### src/rtl/inst_prefetch_queue_pkg.sv
// inst_prefetch_queue_pkg: reset vector, fetch exception code and queue entry layout
package inst_prefetch_queue_pkg;
  localparam logic [31:0] VEC_RESET = 32'hbfc00000;
  localparam logic [4:0] EXC_ADEL_CODE = 5'h04;
  typedef struct packed {
    logic [31:0] pc;
    logic [31:0] inst;
    logic exc;
    logic [4:0] exccode;
  } fetch_entry_t;
endpackage

### src/rtl/inst_prefetch_queue_fetch_fifo.sv
// fetch_fifo: synchronous FIFO with flush, registered storage and occupancy count
module fetch_fifo #(
  parameter int WIDTH = 32,
  parameter int DEPTH = 4,
  localparam int PW = DEPTH > 1 ? $clog2(DEPTH) : 1,
  localparam int CW = $clog2(DEPTH + 1)
) (
  input  logic             clk,
  input  logic             resetn,
  input  logic             flush,
  input  logic             push,
  input  logic             pop,
  input  logic [WIDTH-1:0] din,
  output logic [WIDTH-1:0] dout,
  output logic [CW-1:0]    count
);
  logic [WIDTH-1:0] mem [DEPTH];
  logic [PW-1:0] rd_ptr, wr_ptr;
  logic do_push, do_pop;
  function automatic logic [PW-1:0] inc(input logic [PW-1:0] p);
    return p == PW'(DEPTH - 1) ? '0 : p + 1'b1;
  endfunction
  assign do_pop = pop && count != '0;
  assign do_push = push && (count != CW'(DEPTH) || do_pop);
  assign dout = mem[rd_ptr];
  always_ff @(posedge clk or negedge resetn)
    if (!resetn) begin
      rd_ptr <= '0;
      wr_ptr <= '0;
      count <= '0;
    end else if (flush) begin
      rd_ptr <= '0;
      wr_ptr <= '0;
      count <= '0;
    end else begin
      if (do_push) wr_ptr <= inc(wr_ptr);
      if (do_pop) rd_ptr <= inc(rd_ptr);
      count <= count + CW'(do_push) - CW'(do_pop);
    end
  always_ff @(posedge clk)
    if (do_push && !flush) mem[wr_ptr] <= din;
endmodule

### src/rtl/inst_prefetch_queue.sv
// inst_prefetch_queue: multi-outstanding instruction fetch front end with redirect discard and AdEL
module inst_prefetch_queue
  import inst_prefetch_queue_pkg::*;
#(
  parameter int          DEPTH = 4,
  parameter int          MAX_OUTSTANDING = 2,
  parameter logic [31:0] RESET_PC = VEC_RESET,
  parameter logic [4:0]  EXC_ADEL = EXC_ADEL_CODE
) (
  input  logic        clk,
  input  logic        resetn,
  output logic        inst_req,
  output logic [31:0] inst_addr,
  input  logic [31:0] inst_rdata,
  input  logic        inst_addr_ok,
  input  logic        inst_data_ok,
  input  logic        cancel_i,
  input  logic [31:0] redirect_pc_i,
  output logic        valid_o,
  output logic [31:0] pc_o,
  output logic [31:0] inst_o,
  output logic        exc_o,
  output logic [4:0]  exccode_o,
  input  logic        ready_i
);
  localparam int OW = $clog2(MAX_OUTSTANDING + 1);
  localparam int CW = $clog2(DEPTH + 1);
  logic [31:0] pc, hold_addr, pcf_head;
  logic halted, hold, hold_stale;
  logic [OW-1:0] outstanding, outstanding_nxt, discard_cnt, pcf_count;
  logic [CW-1:0] occupancy;
  logic fresh, acc, live, drop, keep, adel, q_push, q_pop;
  fetch_entry_t q_din, q_dout;
  assign fresh = !halted && !cancel_i && pc[1:0] == 2'b00 &&
                 32'(outstanding) < MAX_OUTSTANDING &&
                 32'(occupancy) + 32'(outstanding) < DEPTH;
  assign inst_req = resetn && (hold || fresh);
  assign inst_addr = hold ? hold_addr : pc;
  assign acc = inst_req && inst_addr_ok;
  assign live = !(hold && hold_stale);
  assign drop = discard_cnt != '0;
  assign keep = inst_data_ok && !drop;
  // AdEL is raised only once all live fetches ahead of it have landed
  assign adel = !halted && !hold && !cancel_i && pc[1:0] != 2'b00 &&
                pcf_count == '0 && 32'(occupancy) < DEPTH;
  assign q_push = !cancel_i && (keep || adel);
  assign q_pop = valid_o && ready_i && !cancel_i;
  assign q_din = adel ? fetch_entry_t'{pc: pc, inst: 32'h0, exc: 1'b1, exccode: EXC_ADEL}
                      : fetch_entry_t'{pc: pcf_head, inst: inst_rdata, exc: 1'b0, exccode: 5'h0};
  assign outstanding_nxt = outstanding + OW'(acc) - OW'(inst_data_ok);
  assign valid_o = occupancy != '0;
  assign pc_o = q_dout.pc;
  assign inst_o = q_dout.inst;
  assign exc_o = q_dout.exc;
  assign exccode_o = q_dout.exccode;
  always_ff @(posedge clk or negedge resetn)
    if (!resetn) begin
      pc <= RESET_PC;
      halted <= 1'b0;
      hold <= 1'b0;
      hold_stale <= 1'b0;
      hold_addr <= '0;
      outstanding <= '0;
      discard_cnt <= '0;
    end else begin
      outstanding <= outstanding_nxt;
      hold <= inst_req && !inst_addr_ok;
      hold_stale <= inst_req && !inst_addr_ok && (hold_stale || cancel_i);
      hold_addr <= inst_addr;
      discard_cnt <= cancel_i ? outstanding_nxt
                              : discard_cnt + OW'(acc && !live) - OW'(inst_data_ok && drop);
      pc <= cancel_i ? redirect_pc_i : (acc && live) ? pc + 32'd4 : pc;
      halted <= !cancel_i && (halted || adel);
    end
  fetch_fifo #(.WIDTH($bits(fetch_entry_t)), .DEPTH(DEPTH)) u_queue (
    .clk(clk), .resetn(resetn), .flush(cancel_i), .push(q_push), .pop(q_pop),
    .din(q_din), .dout(q_dout), .count(occupancy)
  );
  fetch_fifo #(.WIDTH(32), .DEPTH(MAX_OUTSTANDING)) u_pc_fifo (
    .clk(clk), .resetn(resetn), .flush(cancel_i), .push(acc && live), .pop(keep),
    .din(inst_addr), .dout(pcf_head), .count(pcf_count)
  );
endmodule
### config.mk
export PLATFORM = sky130hd
export DESIGN_NAME = inst_prefetch_queue
export DESIGN_NICKNAME = d
export VERILOG_FILES = /design/src/rtl/inst_prefetch_queue_pkg.sv /design/src/rtl/inst_prefetch_queue_fetch_fifo.sv /design/src/rtl/inst_prefetch_queue.sv
export SDC_FILE = /design/constraint.sdc
export NUM_CORES = 1
export LEC_CHECK = 0
export BUFFER_PORTS_ARGS = -buffer_cell sky130_fd_sc_hd__buf_2
export CAP_MARGIN = 20
export CORE_ASPECT_RATIO = 0.6
export CORE_UTILIZATION = 55
export DETAILED_ROUTE_END_ITERATION = 6
export PLACE_DENSITY = 0.85
export SETUP_SLACK_MARGIN = 0.3
export SYNTH_ARGS = -nofsm -noshare
export SYNTH_HDL_FRONTEND = slang
export SYNTH_HIERARCHICAL = 1
export SYNTH_SLANG_ARGS = --single-unit
export TNS_END_PERCENT = 5
### constraint.sdc
create_clock -name clk -period 5.69 [get_ports clk]
set_input_delay 1.138 -clock clk [delete_from_list [all_inputs] [get_ports clk]]
set_output_delay 1.138 -clock clk [all_outputs]
set_load 0.05 [all_outputs]
==> summary.txt, run 1 <==
fmax - 0.263 GHz
register area share after synthesis - 0.711
hold crit path type - in2async
Hold Vio Cnt, Final - 0
first-pass GRT wire length - 55900 microns
Post-synth EDFFs - 344
Clk pin slew, worst setup/hold paths - 0.07 ns
initial antenna violation count - 1
Async SR Flop Fraction - 0.192
Sink Count - 426
vias in the first global route - 9622
Inserted Clock Buffers - 39
run status - completed
routed vias - 9306
final HPWL from detailed placement - 22500 microns
routability cong. - 0.798
total wire length - 36400 microns
worst endpoint required time - 4.55 ns
top_reg_cell synth - edfxtp_1
synth warn - 6
final period utilization - 0.669
Via density - 5.76
pwr dens - 378 nW/um^2
Worst setup EP type - primary output
drt first-iter violations - 816
CP Max Fanout - 61
Util after Layout - 0.638
Initial Util - 0.559
fraction of layout cells with a size suffix above 1 - 0.354
htree depth - 2
clock root cell - clkbuf_16
hold buffer count at CTS - 0
layout net count - 1257
crit start category - input pin
#FFs+latches synth - 426
slew margin rel. - 0.240
mapped cell area - 17400 sq um
clk_skew - 0.0214 ns
minimum clock period - 3.80 ns
Max Slew Vio Count - 0
Fill cells - 2166
setup_tns - 0 ns
CP Data Arrival Time - 2.67 ns
Worst Tran Pin Value - 1.14 ns
max-cap violations - 0
Die Area - 32400 sq um
syn_area_per_cell - 17.7 sq um
Vert. Die Dim - 140 microns
Overall Global Routing Usage - 0.231
final setup fails - 0
critical path class - in2out
Cell variety after synth - 52
I/O pin total - 174
CTS resizes - 0
maximum buffer depth of the clock tree - 3
largest net degree at the start of global routing - 73
Max VDD drop - 306 uV
GRT Residual Overflow - 0
1st-pass router iterations - 5
DRC Markers - 0
Die X - 232 microns
Synth Instances - 983
setup bufs post-CTS - 0
core area - 31200 sq um
Layout area overhead - 14.2%
RSZ-0062 raised after global routing - no
Rows - 50
antenna viol nets, final - 0
R2R depth - 7
CTS tree - yes
DR WL/cell - 22.5 microns
Clock Latency Late Sink - 0.54 ns
buffers added on ports - 173
Leakage - 7.09 nW
[cells in the final DEF, fill, tap and decap left out, types with 5 or more instances in the layout]
| cell | count |
|---|---|
| nor3_1 | 6 |
| o21ai_1 | 12 |
| xnor2_1 | 27 |
| clkbuf_16 | 39 |
| clkbuf_1 | 13 |
| edfxtp_1 | 344 |
| clkinv_2 | 6 |
| ha_1 | 14 |
| buf_2 | 172 |
| nand2_1 | 127 |
| clkinv_1 | 5 |
| xor2_1 | 11 |
| dfstp_2 | 9 |
| nor4_2 | 10 |
| dfrtp_1 | 71 |
| mux2_2 | 75 |
| conb_1 | 16 |
| nand3_1 | 12 |
| nor4_1 | 5 |
| and2_1 | 34 |
| mux4_2 | 70 |
| nor2_1 | 11 |
| inv_1 | 11 |
| buf_4 | 10 |
| o21ai_0 | 13 |
| and4_1 | 5 |
| nor2b_1 | 5 |
[critical path, cell delays in order]
cell and delay [ns]:
buf_2 0.34, buf_4 0.60, nor3_1 0.12, a31oi_1 0.15, nor2b_1 0.08, buf_2 0.21
[sequential cells by signal, indices dropped and copies added (netlist names), 2 cells and up]
| signal | cells |
|---|---|
| u_queue/mem | 280 |
| u_pc_fifo/mem | 64 |
| outstanding | 2 |
| discard_cnt | 2 |
| u_queue/wr_ptr | 2 |
| u_pc_fifo/count | 2 |
| pc | 32 |
| hold_addr | 32 |
| u_queue/rd_ptr | 2 |
| u_queue/count | 3 |
[worst paths after layout]
kind / startpoint / endpoint / slack [ns]
setup / recovery: cancel_i / inst_req / 1.89
hold / removal: resetn / pc[3]$_DFFE_PN0P_ / 0.52
setup reg to reg: u_queue/count[1]$_DFF_PN0_ / u_pc_fifo/mem[0][24]$_DFFE_PP_ / 2.44
hold reg to reg: hold_stale$_DFF_PN0_ / hold_stale$_DFF_PN0_ / 0.52
max in group asynchronous: resetn / u_queue/rd_ptr[1]$_DFFE_PN0P_ / 3.90
min in group clk: hold_stale$_DFF_PN0_ / hold_stale$_DFF_PN0_ / 0.52
[per-stage QoR]
stage / cells / area, sq um / setup WS [ns] / hold slack (ns) / power [mW]
floorplan: 998 / 17500 / 0.411 / 0.466 / 4.79
global placement: 1545 / 18700 / 1.70 / 0.483 / 5.12
detailed placement: 1545 / 18700 / 1.61 / 0.514 / 5.16
CTS: 1613 / 19800 / 1.85 / 0.516 / 7.57
global route: 1616 / 19900 / 1.75 / 0.529 / 7.79
finish: 1616 / 19900 / 1.89 / 0.520 / 7.51
[cells in the mapped netlist, drive strengths merged, types with 5 or more instances]
cell type | count | area share
nand2 | 127 | 0.027
and4 | 5 | 0.0025
ha | 14 | 0.010
nor4 | 18 | 0.013
xor2 | 11 | 0.0055
edfxtp | 344 | 0.59
dfstp | 9 | 0.014
nor2b | 6 | 0.0023
nor3 | 7 | 0.0020
buf | 34 | 0.013
nand3 | 13 | 0.0040
clkbuf | 18 | 0.0039
o21ai | 25 | 0.0072
and2 | 39 | 0.014
mux4 | 70 | 0.091
xnor2 | 27 | 0.014
inv | 12 | 0.0026
mux2 | 77 | 0.050
nand4 | 8 | 0.0043
dfrtp | 73 | 0.10
nor2 | 11 | 0.0024
[per-layer routing]
metal	track usage	part of all wire	vias to the layer above
met5	0	0	-
met4	0.0689	0.021	0
met3	0.0416	0.067	53
met2	0.366	0.48	333
met1	0.330	0.43	4803
li1	-	-	4117
[cell type report]
| class | instances | area (sq um) | area share |
|---|---|---|---|
| flip-flops and latches | 426 | 12400 | 0.623 |
| clock buffers | 54 | 1050 | 0.0529 |
| multi-input cells | 508 | 4760 | 0.239 |
| repair buffers | 185 | 1010 | 0.0508 |
| diodes | 1 | 2.50 | 0.000126 |
| clock inverters | 14 | 96.3 | 0.00484 |
| well taps | 416 | 520 | 0.0262 |
| inverters | 12 | 45.0 | 0.00226 |
[where the power goes]
group	internal, mW	switching [mW]
Combinational	0.379	0.925
Clock	1.34	1.08
Sequential	3.67	0.127
[cells by family after synthesis]
| logic type | count (synthesis) | share of synthesized area |
|---|---|---|
| other cells | 1 | 0.000215 |
| buf+inv | 64 | 0.0195 |
| mux | 150 | 0.142 |
| xor+xnor | 38 | 0.0191 |
| flops | 426 | 0.711 |
| simple gates | 248 | 0.0792 |
| compound gates | 41 | 0.0168 |
| fa+ha+maj | 15 | 0.0112 |
Power figures use the tool's default switching activity.
==> inputs of run 2 (changes only) <==
--- a/config.mk
+++ b/config.mk
@@ -5,6 +5,7 @@
 export SDC_FILE = /design/constraint.sdc
 export NUM_CORES = 1
 export LEC_CHECK = 0
+export ABC_AREA = 1
 export BUFFER_PORTS_ARGS = -buffer_cell sky130_fd_sc_hd__buf_2
 export CAP_MARGIN = 20
 export CORE_ASPECT_RATIO = 0.6
==> constraint.sdc (replaced) <==
create_clock -name clk -period 3.7 [get_ports clk]
set_input_delay 0.74 -clock clk [delete_from_list [all_inputs] [get_ports clk]]
set_output_delay 0.74 -clock clk [all_outputs]
set_load 0.05 [all_outputs]
==> run 2 against run 1 <==
Sequential share of layout area down 2.2 points. Worst hold slack worse by 0.39 ns. Combinational power up 72%. Area after synthesis up 4.2%. Wire length up 17%. Critical path type is now reg2out. Clock power up 67%. Synthesized cell count up 69%. Largest power group unchanged. Largest cell class unchanged. Worst setup slack worse by 1.4 ns.
==> summary.txt, run 2 <==
fraction of layout cells with a size suffix above 1 - 0.165
initial antenna violation count - 0
Max Slew Vio Count - 0
worst setup path startpoint - u_queue/rd_ptr[0]$_DFFE_PN0P_
RSZ-0062 raised after global routing - no
CTS tree - yes
minimum clock period - 3.26 ns
total wire length - 42500 microns
max FFs per register - 280
Post-synth EDFFs - 344
Internal - 8.47 mW
setup_tns - 0 ns
antenna viol nets, final - 0
Initial Util - 0.560
DR WL/cell - 18.7 microns
commonest cells after routing, fill and taps aside - 349 x nand2_1, 344 x edfxtp_1, 237 x nor2_1
Hold Vio Cnt, Final - 0
I/O pin total - 174
Rows - 51
largest register by flop count - u_queue/mem
Die X - 237 microns
maximum buffer depth of the clock tree - 3
core area - 32400 sq um
Area contributors post-synth - edfxtp_1 57%, dfrtp_1 10%, nand2_1 7.3%
hold buffer count at CTS - 0
top-count cell post-synth - nand2_1
Yosys top cell area share - 0.569
Comb pwr share - 0.185
Final Power - 12.1 mW
Async SR Flop Fraction - 0.192
crit start category - flop
clock root cell - clkbuf_16
Layout area overhead - 13.6%
area leader, netlist - edfxtp_1
Psw - 3.63 mW
Overall Global Routing Usage - 0.254
Via density - 5.62
1st-pass router iterations - 6
Clock Latency Late Sink - 0.53 ns
Max VDD drop - 376 uV
GRT Residual Overflow - 0
Worst Tran Pin Value - 0.825 ns
Worst setup EP type - primary output
DRC Markers - 0
reg2reg end - u_queue/mem[2][69]$_DFFE_PP_
biggest regs - u_queue/mem x280, u_pc_fifo/mem x64
routed vias - 12800
part of the power in the clock network - 0.334
R2R depth - 9
Clk pin slew, worst setup/hold paths - 0.06 ns
final setup fails - 0
syn_area_per_cell - 10.9 sq um
synth warn - 6
#FFs+latches synth - 426
hold crit path type - in2async
CTS resizes - 0
CP Data Arrival Time - 2.52 ns
worst endpoint required time - 2.96 ns
critical path class - reg2out
htree depth - 2
final period utilization - 0.882
Util after Layout - 0.636
CP Max Fanout - 72
setup bufs post-CTS - 0
Leakage - 8.19 nW
Sequential Power Share - 0.481
run status - completed
register area share after synthesis - 0.683
clk_skew - 0.0122 ns
Die Area - 33700 sq um
buffers added on ports - 173
first-pass GRT wire length - 66200 microns
Worst R2R Start - hold$_DFF_PN0_
Synth Instances - 1658
Cell variety after synth - 41
largest net degree at the start of global routing - 144
max-cap violations - 0
Switching Fraction - 0.300
routability cong. - 0.974
Vert. Die Dim - 143 microns
Worst Hold Margin - 0.134 ns
mapped cell area - 18100 sq um
top_reg_cell synth - edfxtp_1
R2R Setup Slk - 1.02 ns
most common library cells after synthesis - 351 x nand2_1, 344 x edfxtp_1, 243 x nor2_1, 188 x o21ai_0, 107 x inv_1
slew margin rel. - 0.450
Inserted Clock Buffers - 39
layout net count - 1911
final HPWL from detailed placement - 26800 microns
fmax - 0.306 GHz
vias in the first global route - 12100
pwr dens - 587 nW/um^2
most common cell after layout, fill and taps aside - nand2_1
n_diodes - 0
drt first-iter violations - 1493
Sink Count - 426
==> run 2: cell count changes after synthesis, sizes merged, moves of 70 or more <==
| cell | previous run | this run |
|---|---|---|
| nand2 | 127 | 363 |
| mux2 | 77 | 0 |
| mux4 | 70 | 0 |
| o22ai | 0 | 70 |
| inv | 12 | 110 |
| o21ai | 25 | 231 |
| nor2 | 11 | 246 |
==> run 2: worst max path at each step <==
stage                                   endpoint  depth (start not counted)  slack (ns)
finish                                 inst_o[0]                          5        0.44
CTS                                     pc_o[15]                          5        0.47
global placement    u_queue/mem[2][26]$_DFFE_PP_                         10        0.70
floorplan            u_queue/mem[0][0]$_DFFE_PP_                         10        0.34
detailed placement  u_queue/mem[2][24]$_DFFE_PP_                         10        0.68
global route                           inst_o[0]                          5        0.34
==> run 2: cells by family after synthesis <==
kind of cell / after synthesis / synth area share
xor+xnor: 5 / 0.00241
buf+inv: 198 / 0.0558
simple gates: 705 / 0.158
flops: 426 / 0.683
compound gates: 308 / 0.0902
other cells: 1 / 0.000207
fa+ha+maj: 15 / 0.0108
==> run 2: metal layers <==
| layer | global-route usage | wire [microns] | vias up |
|---|---|---|---|
| met5 | 0 | 0 | - |
| met2 | 0.396 | 19800 | 557 |
| met4 | 0.0752 | 1120 | 0 |
| met3 | 0.0472 | 3480 | 74 |
| met1 | 0.366 | 18100 | 6188 |
| li1 | - | - | 6003 |
==> run 2: final cells by class <==
type / count / area, sq um
flip-flops and latches: 426 / 12400
fillers: 2457 / 11800
multi-input cells: 1049 / 4850
repair buffers: 197 / 1120
clock buffers: 53 / 1110
well taps: 424 / 531
inverters: 113 / 435
clock inverters: 18 / 169
==> run 2: through the flow <==
step                cells  area, sq um  setup WS [ns]
detailed placement   2209        19300          0.681
floorplan            1673        18300          0.341
global route         2280        20600          0.339
global placement     2209        19300          0.698
finish               2280        20600          0.435
CTS                  2280        20600          0.467
==> run 2: power by group through the flow <==
stage	Sequential (mW)	Clock, mW	Combinational (mW)
2_1_floorplan	5.86	0	1.65
3_3_place_gp	5.90	0	2.17
3_5_place_dp	5.91	0	2.23
4_1_cts	5.82	4.08	2.24
5_1_grt	5.85	4.28	2.41
6_report	5.82	4.04	2.23
==> run 2: critical path, cell delays in order, from the launching register on <==
cell	delay, ns
dfrtp_4	0.50
inv_4	0.30
buf_12	0.34
o21ai_0	0.13
o22ai_1	0.34
buf_2	0.35
